File: src/rtl/mem_arbiter_if.sv
// Client request/ack bundle plus memory-side port of the two-client memory arbiter.
// Pure wiring: no logic, no latency of its own.
// Clients hold req until ack; no other backpressure exists on this bundle.
interface mem_arbiter_if #(
    parameter int DATA_WIDTH = 8,
    parameter int ADDR_WIDTH = 5
);
    // client 0
    logic                  req_0;
    logic                  wr_0;
    logic [ADDR_WIDTH-1:0] addr_0;
    logic [DATA_WIDTH-1:0] wdata_0;
    logic                  ack_0;
    // client 1
    logic                  req_1;
    logic                  wr_1;
    logic [ADDR_WIDTH-1:0] addr_1;
    logic [DATA_WIDTH-1:0] wdata_1;
    logic                  ack_1;
    // shared response / status
    logic [DATA_WIDTH-1:0] rdata;
    logic                  busy;
    // memory port
    logic                  mem_rd;
    logic                  mem_wr;
    logic [ADDR_WIDTH-1:0] mem_addr;
    logic [DATA_WIDTH-1:0] mem_wdata;
    logic [DATA_WIDTH-1:0] mem_rdata;

    // arbiter side: serves the clients, drives the memory
    modport slave (
        input  req_0, wr_0, addr_0, wdata_0,
        input  req_1, wr_1, addr_1, wdata_1,
        input  mem_rdata,
        output ack_0, ack_1, rdata, busy,
        output mem_rd, mem_wr, mem_addr, mem_wdata
    );

    // environment side: the two clients together with the memory instance
    modport master (
        output req_0, wr_0, addr_0, wdata_0,
        output req_1, wr_1, addr_1, wdata_1,
        output mem_rdata,
        input  ack_0, ack_1, rdata, busy,
        input  mem_rd, mem_wr, mem_addr, mem_wdata
    );
endinterface

File: src/rtl/mem_arbiter.sv
// Round-robin arbiter/sequencer putting two clients onto one single-port synchronous memory.
// Latency from the IDLE sampling edge: write ack in cycle +2, read ack with rdata in cycle +3.
// Clients hold req until their ack; requests are only looked at in IDLE, so a busy arbiter simply stalls them.
module mem_arbiter #(
    parameter int DATA_WIDTH = 8,
    parameter int ADDR_WIDTH = 5
) (
    input  logic          clk_i,
    input  logic          rst_ni,
    mem_arbiter_if.slave  bus
);

    typedef enum logic [1:0] {
        ST_IDLE    = 2'd0,
        ST_ACCESS  = 2'd1,
        ST_CAPTURE = 2'd2,
        ST_RESP    = 2'd3
    } state_t;

    state_t                state_q,      state_d;
    logic                  last_grant_q, last_grant_d;  // client served by the last contended grant
    logic                  gnt_q,        gnt_d;         // client owning the current transaction
    logic                  op_wr_q,      op_wr_d;       // latched direction of the current transaction
    logic                  mem_rd_q,     mem_rd_d;
    logic                  mem_wr_q,     mem_wr_d;
    logic [ADDR_WIDTH-1:0] mem_addr_q,   mem_addr_d;
    logic [DATA_WIDTH-1:0] mem_wdata_q,  mem_wdata_d;
    logic                  ack_0_q,      ack_0_d;
    logic                  ack_1_q,      ack_1_d;
    logic [DATA_WIDTH-1:0] rdata_q,      rdata_d;
    logic                  busy_q,       busy_d;

    logic                  any_req;
    logic                  contend;
    logic                  pick;        // client that would win if IDLE sampled now
    logic                  pick_wr;
    logic [ADDR_WIDTH-1:0] pick_addr;
    logic [DATA_WIDTH-1:0] pick_wdata;

    // Arbitration: a lone requester always wins; under contention the
    // client that did not win the previous contended grant goes first.
    always_comb begin
        any_req    = bus.req_0 | bus.req_1;
        contend    = bus.req_0 & bus.req_1;
        pick       = contend ? ~last_grant_q : bus.req_1;
        pick_wr    = pick ? bus.wr_1    : bus.wr_0;
        pick_addr  = pick ? bus.addr_1  : bus.addr_0;
        pick_wdata = pick ? bus.wdata_1 : bus.wdata_0;
    end

    // Next-state and registered-output computation for the access sequencer.
    always_comb begin
        state_d      = state_q;
        last_grant_d = last_grant_q;
        gnt_d        = gnt_q;
        op_wr_d      = op_wr_q;
        mem_addr_d   = mem_addr_q;
        mem_wdata_d  = mem_wdata_q;
        rdata_d      = rdata_q;
        mem_rd_d     = 1'b0;
        mem_wr_d     = 1'b0;
        ack_0_d      = 1'b0;
        ack_1_d      = 1'b0;

        unique case (state_q)
            ST_IDLE: begin
                if (any_req) begin
                    gnt_d       = pick;
                    op_wr_d     = pick_wr;
                    mem_addr_d  = pick_addr;
                    mem_wdata_d = pick_wdata;
                    mem_wr_d    = pick_wr;
                    mem_rd_d    = ~pick_wr;
                    if (contend) begin
                        last_grant_d = pick;
                    end
                    state_d = ST_ACCESS;
                end
            end

            ST_ACCESS: begin
                // The memory acts on the edge closing this cycle. Writes are
                // finished then; reads still need the registered data phase.
                if (op_wr_q) begin
                    ack_0_d = ~gnt_q;
                    ack_1_d = gnt_q;
                    state_d = ST_RESP;
                end else begin
                    state_d = ST_CAPTURE;
                end
            end

            ST_CAPTURE: begin
                rdata_d = bus.mem_rdata;
                ack_0_d = ~gnt_q;
                ack_1_d = gnt_q;
                state_d = ST_RESP;
            end

            ST_RESP: begin
                state_d = ST_IDLE;
            end

            default: begin
                state_d = ST_IDLE;
            end
        endcase

        busy_d = (state_d != ST_IDLE);
    end

    // State and output registers; an asynchronous reset aborts any transaction in flight.
    always_ff @(posedge clk_i or negedge rst_ni) begin
        if (!rst_ni) begin
            state_q      <= ST_IDLE;
            last_grant_q <= 1'b1;
            gnt_q        <= 1'b0;
            op_wr_q      <= 1'b0;
            mem_rd_q     <= 1'b0;
            mem_wr_q     <= 1'b0;
            mem_addr_q   <= '0;
            mem_wdata_q  <= '0;
            ack_0_q      <= 1'b0;
            ack_1_q      <= 1'b0;
            rdata_q      <= '0;
            busy_q       <= 1'b0;
        end else begin
            state_q      <= state_d;
            last_grant_q <= last_grant_d;
            gnt_q        <= gnt_d;
            op_wr_q      <= op_wr_d;
            mem_rd_q     <= mem_rd_d;
            mem_wr_q     <= mem_wr_d;
            mem_addr_q   <= mem_addr_d;
            mem_wdata_q  <= mem_wdata_d;
            ack_0_q      <= ack_0_d;
            ack_1_q      <= ack_1_d;
            rdata_q      <= rdata_d;
            busy_q       <= busy_d;
        end
    end

    assign bus.mem_rd    = mem_rd_q;
    assign bus.mem_wr    = mem_wr_q;
    assign bus.mem_addr  = mem_addr_q;
    assign bus.mem_wdata = mem_wdata_q;
    assign bus.ack_0     = ack_0_q;
    assign bus.ack_1     = ack_1_q;
    assign bus.rdata     = rdata_q;
    assign bus.busy      = busy_q;

endmodule
File: src/flat_wrapper.sv
// flat-port wrapper written by rule: the top's interface ports become plain ports
module mem_arbiter_flat 
#(
    parameter int DATA_WIDTH = 8,
    parameter int ADDR_WIDTH = 5
)
  (clk_i, rst_ni, bus_req_0, bus_wr_0, bus_addr_0, bus_wdata_0, bus_req_1, bus_wr_1, bus_addr_1, bus_wdata_1, bus_mem_rdata, bus_ack_0, bus_ack_1, bus_rdata, bus_busy, bus_mem_rd, bus_mem_wr, bus_mem_addr, bus_mem_wdata);
  mem_arbiter_if #(.DATA_WIDTH(DATA_WIDTH), .ADDR_WIDTH(ADDR_WIDTH)) bus_i ();
  input  logic clk_i;
  input  logic rst_ni;
  input wire logic [$bits(bus_i.req_0)-1:0] bus_req_0;
  input wire logic [$bits(bus_i.wr_0)-1:0] bus_wr_0;
  input wire logic [$bits(bus_i.addr_0)-1:0] bus_addr_0;
  input wire logic [$bits(bus_i.wdata_0)-1:0] bus_wdata_0;
  input wire logic [$bits(bus_i.req_1)-1:0] bus_req_1;
  input wire logic [$bits(bus_i.wr_1)-1:0] bus_wr_1;
  input wire logic [$bits(bus_i.addr_1)-1:0] bus_addr_1;
  input wire logic [$bits(bus_i.wdata_1)-1:0] bus_wdata_1;
  input wire logic [$bits(bus_i.mem_rdata)-1:0] bus_mem_rdata;
  output wire logic [$bits(bus_i.ack_0)-1:0] bus_ack_0;
  output wire logic [$bits(bus_i.ack_1)-1:0] bus_ack_1;
  output wire logic [$bits(bus_i.rdata)-1:0] bus_rdata;
  output wire logic [$bits(bus_i.busy)-1:0] bus_busy;
  output wire logic [$bits(bus_i.mem_rd)-1:0] bus_mem_rd;
  output wire logic [$bits(bus_i.mem_wr)-1:0] bus_mem_wr;
  output wire logic [$bits(bus_i.mem_addr)-1:0] bus_mem_addr;
  output wire logic [$bits(bus_i.mem_wdata)-1:0] bus_mem_wdata;
  assign bus_i.req_0 = bus_req_0;
  assign bus_i.wr_0 = bus_wr_0;
  assign bus_i.addr_0 = bus_addr_0;
  assign bus_i.wdata_0 = bus_wdata_0;
  assign bus_i.req_1 = bus_req_1;
  assign bus_i.wr_1 = bus_wr_1;
  assign bus_i.addr_1 = bus_addr_1;
  assign bus_i.wdata_1 = bus_wdata_1;
  assign bus_i.mem_rdata = bus_mem_rdata;
  assign bus_ack_0 = bus_i.ack_0;
  assign bus_ack_1 = bus_i.ack_1;
  assign bus_rdata = bus_i.rdata;
  assign bus_busy = bus_i.busy;
  assign bus_mem_rd = bus_i.mem_rd;
  assign bus_mem_wr = bus_i.mem_wr;
  assign bus_mem_addr = bus_i.mem_addr;
  assign bus_mem_wdata = bus_i.mem_wdata;
  mem_arbiter #(.DATA_WIDTH(DATA_WIDTH), .ADDR_WIDTH(ADDR_WIDTH)) u_core (.clk_i(clk_i), .rst_ni(rst_ni), .bus(bus_i));
endmodule
File: config.mk
export PLATFORM = sky130hd
export DESIGN_NAME = mem_arbiter_flat
export DESIGN_NICKNAME = d
export VERILOG_FILES = /design/src/rtl/mem_arbiter_if.sv /design/src/rtl/mem_arbiter.sv /design/src/flat_wrapper.sv
export SDC_FILE = /design/constraint.sdc
export NUM_CORES = 1
export LEC_CHECK = 0
export ABC_AREA = 1
export ABC_CLOCK_PERIOD_IN_PS = 1800
export BUFFER_PORTS_ARGS = -buffer_cell sky130_fd_sc_hd__buf_2
export CORE_ASPECT_RATIO = 0.75
export CORE_MARGIN = 2
export CORE_UTILIZATION = 47
export CTS_CLUSTER_SIZE = 40
export DETAILED_ROUTE_END_ITERATION = 10
export PLACE_DENSITY = 0.8
export SYNTH_ARGS = -nofsm -noshare
export SYNTH_HDL_FRONTEND = slang
export SYNTH_SLANG_ARGS = --single-unit
File: constraint.sdc
create_clock -name clk_i -period 1.8 [get_ports clk_i]
set_clock_uncertainty 0.2 [all_clocks]
set_input_delay 0.36 -clock clk_i [delete_from_list [all_inputs] [get_ports clk_i]]
set_output_delay 0.36 -clock clk_i [all_outputs]
set_load 0.01 [all_outputs]
==> reports/metrics.cfg <==
[floorplan]
die_area_mm2 = 0.003744
fp.dieW_um = 70.00
start_util_pct = 50.83
core_region_area_mm2 = 0.003020
rows = 17
ioPinCount = 66
die_h_um = 53.50

[global_route]
gr-total-overflow = 0
grt_util_all_layers_pct = 18.82
grt_max_degree = 32
antenna_found_initial = 0
grt_first_pass_wirelength_um = 5257
first_global_vias = 1237

[cts]
clockBufferDepth = 2
clk-insertion-delay-late_ns = 0.27
cts_tree = built
clk_pin_slew_ns = 0.06
cts-root-buf = clkbuf_8
clock_sinks = 31
cts_buffers = 5
cts_setup_buffers = 0
cts-htree-levels = 2

[setup_path]
endpoint_kind = flip-flop
worstPathArrival_ns = 1.69
start_kind = flip-flop
rr_worst_depth = 6
critPathKind = reg2reg
cp_max_fo = 14
critPathRequiredTime_ns = 1.81

[hold_path]
hold_depth = 3
min_path_type = in2reg

[sta]
final-hold-violation-count = 0
setup_tns_ns = 0
slew_headroom_pct = 56.30
drv_slew = 0
rsz0062_at_grt = false
finalSetupViolCount = 0
worst_pin_slew_ns = 0.6555
period_share_pct = 93.24
period_minus_slack_ns = 1.678
timing.fmax_mhz = 595.9

[logic_synthesis]
synth_warnings = 0
synth-seq-cells = 31
synthCells = 190
ys_types = 20
syn-num-nets = 233
synthesis.area_mm2 = 0.001535
seq_area_frac_synth_pct = 50.61
synth_area_per_cell_um2 = 8.080

[route]
firstDrtPassIters = 4
drt_wl_total_um = 3164
ant_nets = 0
detail_route.vias_per_cell = 4.572
drc = 0
drt-initial-drc-count = 60
vias = 1358
avgRoutedWirePerCell_um = 10.65

[layout]
drive_gt1_share_pct = 31.27
nFillCells = 283
utilization_pct = 64.75
nets = 301
diodes = 0
syn2layout_area_growth_pct = 27.38

[pwr]
power_w = 0.003088
peakVddDrop_v = 0.0006527
powerDensity_mw_per_mm2 = 1579
p_leak_nw = 1.217

[placement]
hpwl_um = 2362
gp_congestion = 0.6898
port_buffers = 65

[flow_run]
drv_cap = 0

[outcome]
outcome = finished, final reports clean

cell type report:
class / instances / area, um2 / share of cell area (%)
clock buffer: 8 / 100.1 / 5.118
inverter: 35 / 131.4 / 6.718
multi-input combinational: 117 / 549.3 / 28.09
sequential: 31 / 777.0 / 39.73
tap: 38 / 47.55 / 2.431
timing repair buffer: 68 / 350.3 / 17.91
per-layer routing:
layer / routed length [um] / global-route usage (%) / vias up
li1: - / - / 709
met1: 1458 / 22.68 / 603
met2: 1461 / 30.95 / 41
met3: 196 / 5.905 / 5
met4: 47 / 9.615 / 0
met5: 0 / 0 / -
timing repair:
action                    4_1_cts  5_1_grt
hold buffers                    1        0
resized for setup               0        0
hold endpoints to repair       30        0
flip-flops by register name, summed over array words and instances (netlist names):
name                  count
u_core.bus.mem_rd         1
u_core.state_q            2
u_core.bus.ack_1          1
u_core.last_grant_q       1
u_core.op_wr_q            1
u_core.bus.ack_0          1
u_core.gnt_q              1
u_core.bus.rdata          8
u_core.bus.busy           1
u_core.bus.mem_wdata      8
u_core.bus.mem_addr       5
u_core.bus.mem_wr         1
synthesized netlist by cell type:
library cell	n	area, um2
buf_2	2	10.01
nand2_1	72	270.3
inv_1	34	127.6
ha_1	3	37.54
o21ai_0	2	10.01
o21ai_4	1	16.27
nand3_1	30	150.1
nand2_2	1	6.260
clkbuf_8	1	13.76
clkinv_1	1	3.750
nor2_2	1	6.260
nand4_1	1	6.260
dfstp_2	1	26.28
nand2_4	2	22.52
dfrtp_1	30	750.7
buf_12	1	20.02
nor2_1	2	7.510
nor2_4	1	11.26
buf_6	3	33.78
a21oi_1	1	5.000
cells by family after synthesis:
group	share of synthesized area [%]
simple gates	31.30
buf+inv	13.61
compound gates	2.037
flops	50.61
fa+ha+maj	2.445
worst paths after layout:
check | endpoint | slack [ns] | start
worst max-delay path | u_core.op_wr_q$_DFFE_PN0P_ | 0.12 | u_core.state_q[0]$_DFF_PN0_
worst min-delay path | u_core.bus.rdata[3]$_DFFE_PN0N_ | 0.08 | bus_mem_rdata[3]
worst max register to register | u_core.op_wr_q$_DFFE_PN0P_ | 0.12 | u_core.state_q[0]$_DFF_PN0_
worst min register to register | u_core.bus.ack_0$_DFF_PN0_ | 0.26 | u_core.gnt_q$_DFFE_PN0P_
max in group asynchronous | u_core.bus.rdata[2]$_DFFE_PN0N_ | 0.53 | rst_ni
min in group asynchronous | u_core.bus.busy$_DFF_PN0_ | 0.45 | rst_ni
report_power, final:
group	internal, W	switching, W	total, W
Combinational	0.000508	0.000792	0.00130
Clock	0.000348	0.000228	0.000576
Sequential	0.00104	0.000169	0.00121
critical path, stage by stage (launching register included):
cell	delay, ns
dfrtp_1	0.40
inv_1	0.09
ha_1	0.25
inv_1	0.12
nor2_4	0.32
nand3_1	0.17
nand2_1	0.08
placed cells by master, fill, tap and decap left out:
| master | Yosys | routed |
|---|---|---|
| clkbuf_8 | 1 | 7 |
| nand2_4 | 2 | 2 |
| dfstp_2 | 1 | 1 |
| nand2_1 | 72 | 72 |
| dfrtp_1 | 30 | 30 |
| inv_1 | 34 | 34 |
| dlygate4sd3_1 | 0 | 1 |
| nor2_4 | 1 | 1 |
| nand4_1 | 1 | 1 |
| nor2_1 | 2 | 2 |
| o21ai_0 | 2 | 2 |
| nor2_2 | 1 | 1 |
| ha_1 | 3 | 3 |
| buf_4 | 0 | 2 |
| clkbuf_1 | 0 | 1 |
| clkinv_1 | 1 | 1 |
| nand3_1 | 30 | 30 |
| buf_2 | 2 | 65 |
| a21oi_1 | 1 | 1 |
| o21ai_4 | 1 | 1 |
| nand2_2 | 1 | 1 |
through the flow:
step | worst slack, ns | cells | hold WS [ns] | instance area (um2)
floorplan | 0.3468 | 190 | -0.1356 | 1535
global placement | 0.2026 | 288 | 0.2324 | 1846
detailed placement | 0.1300 | 288 | 0.2322 | 1846
CTS | 0.1270 | 297 | 0.06895 | 1956
global route | 0.001515 | 297 | 0.07271 | 1956
finish | 0.1217 | 297 | 0.07969 | 1956
Power figures use the tool's default switching activity.
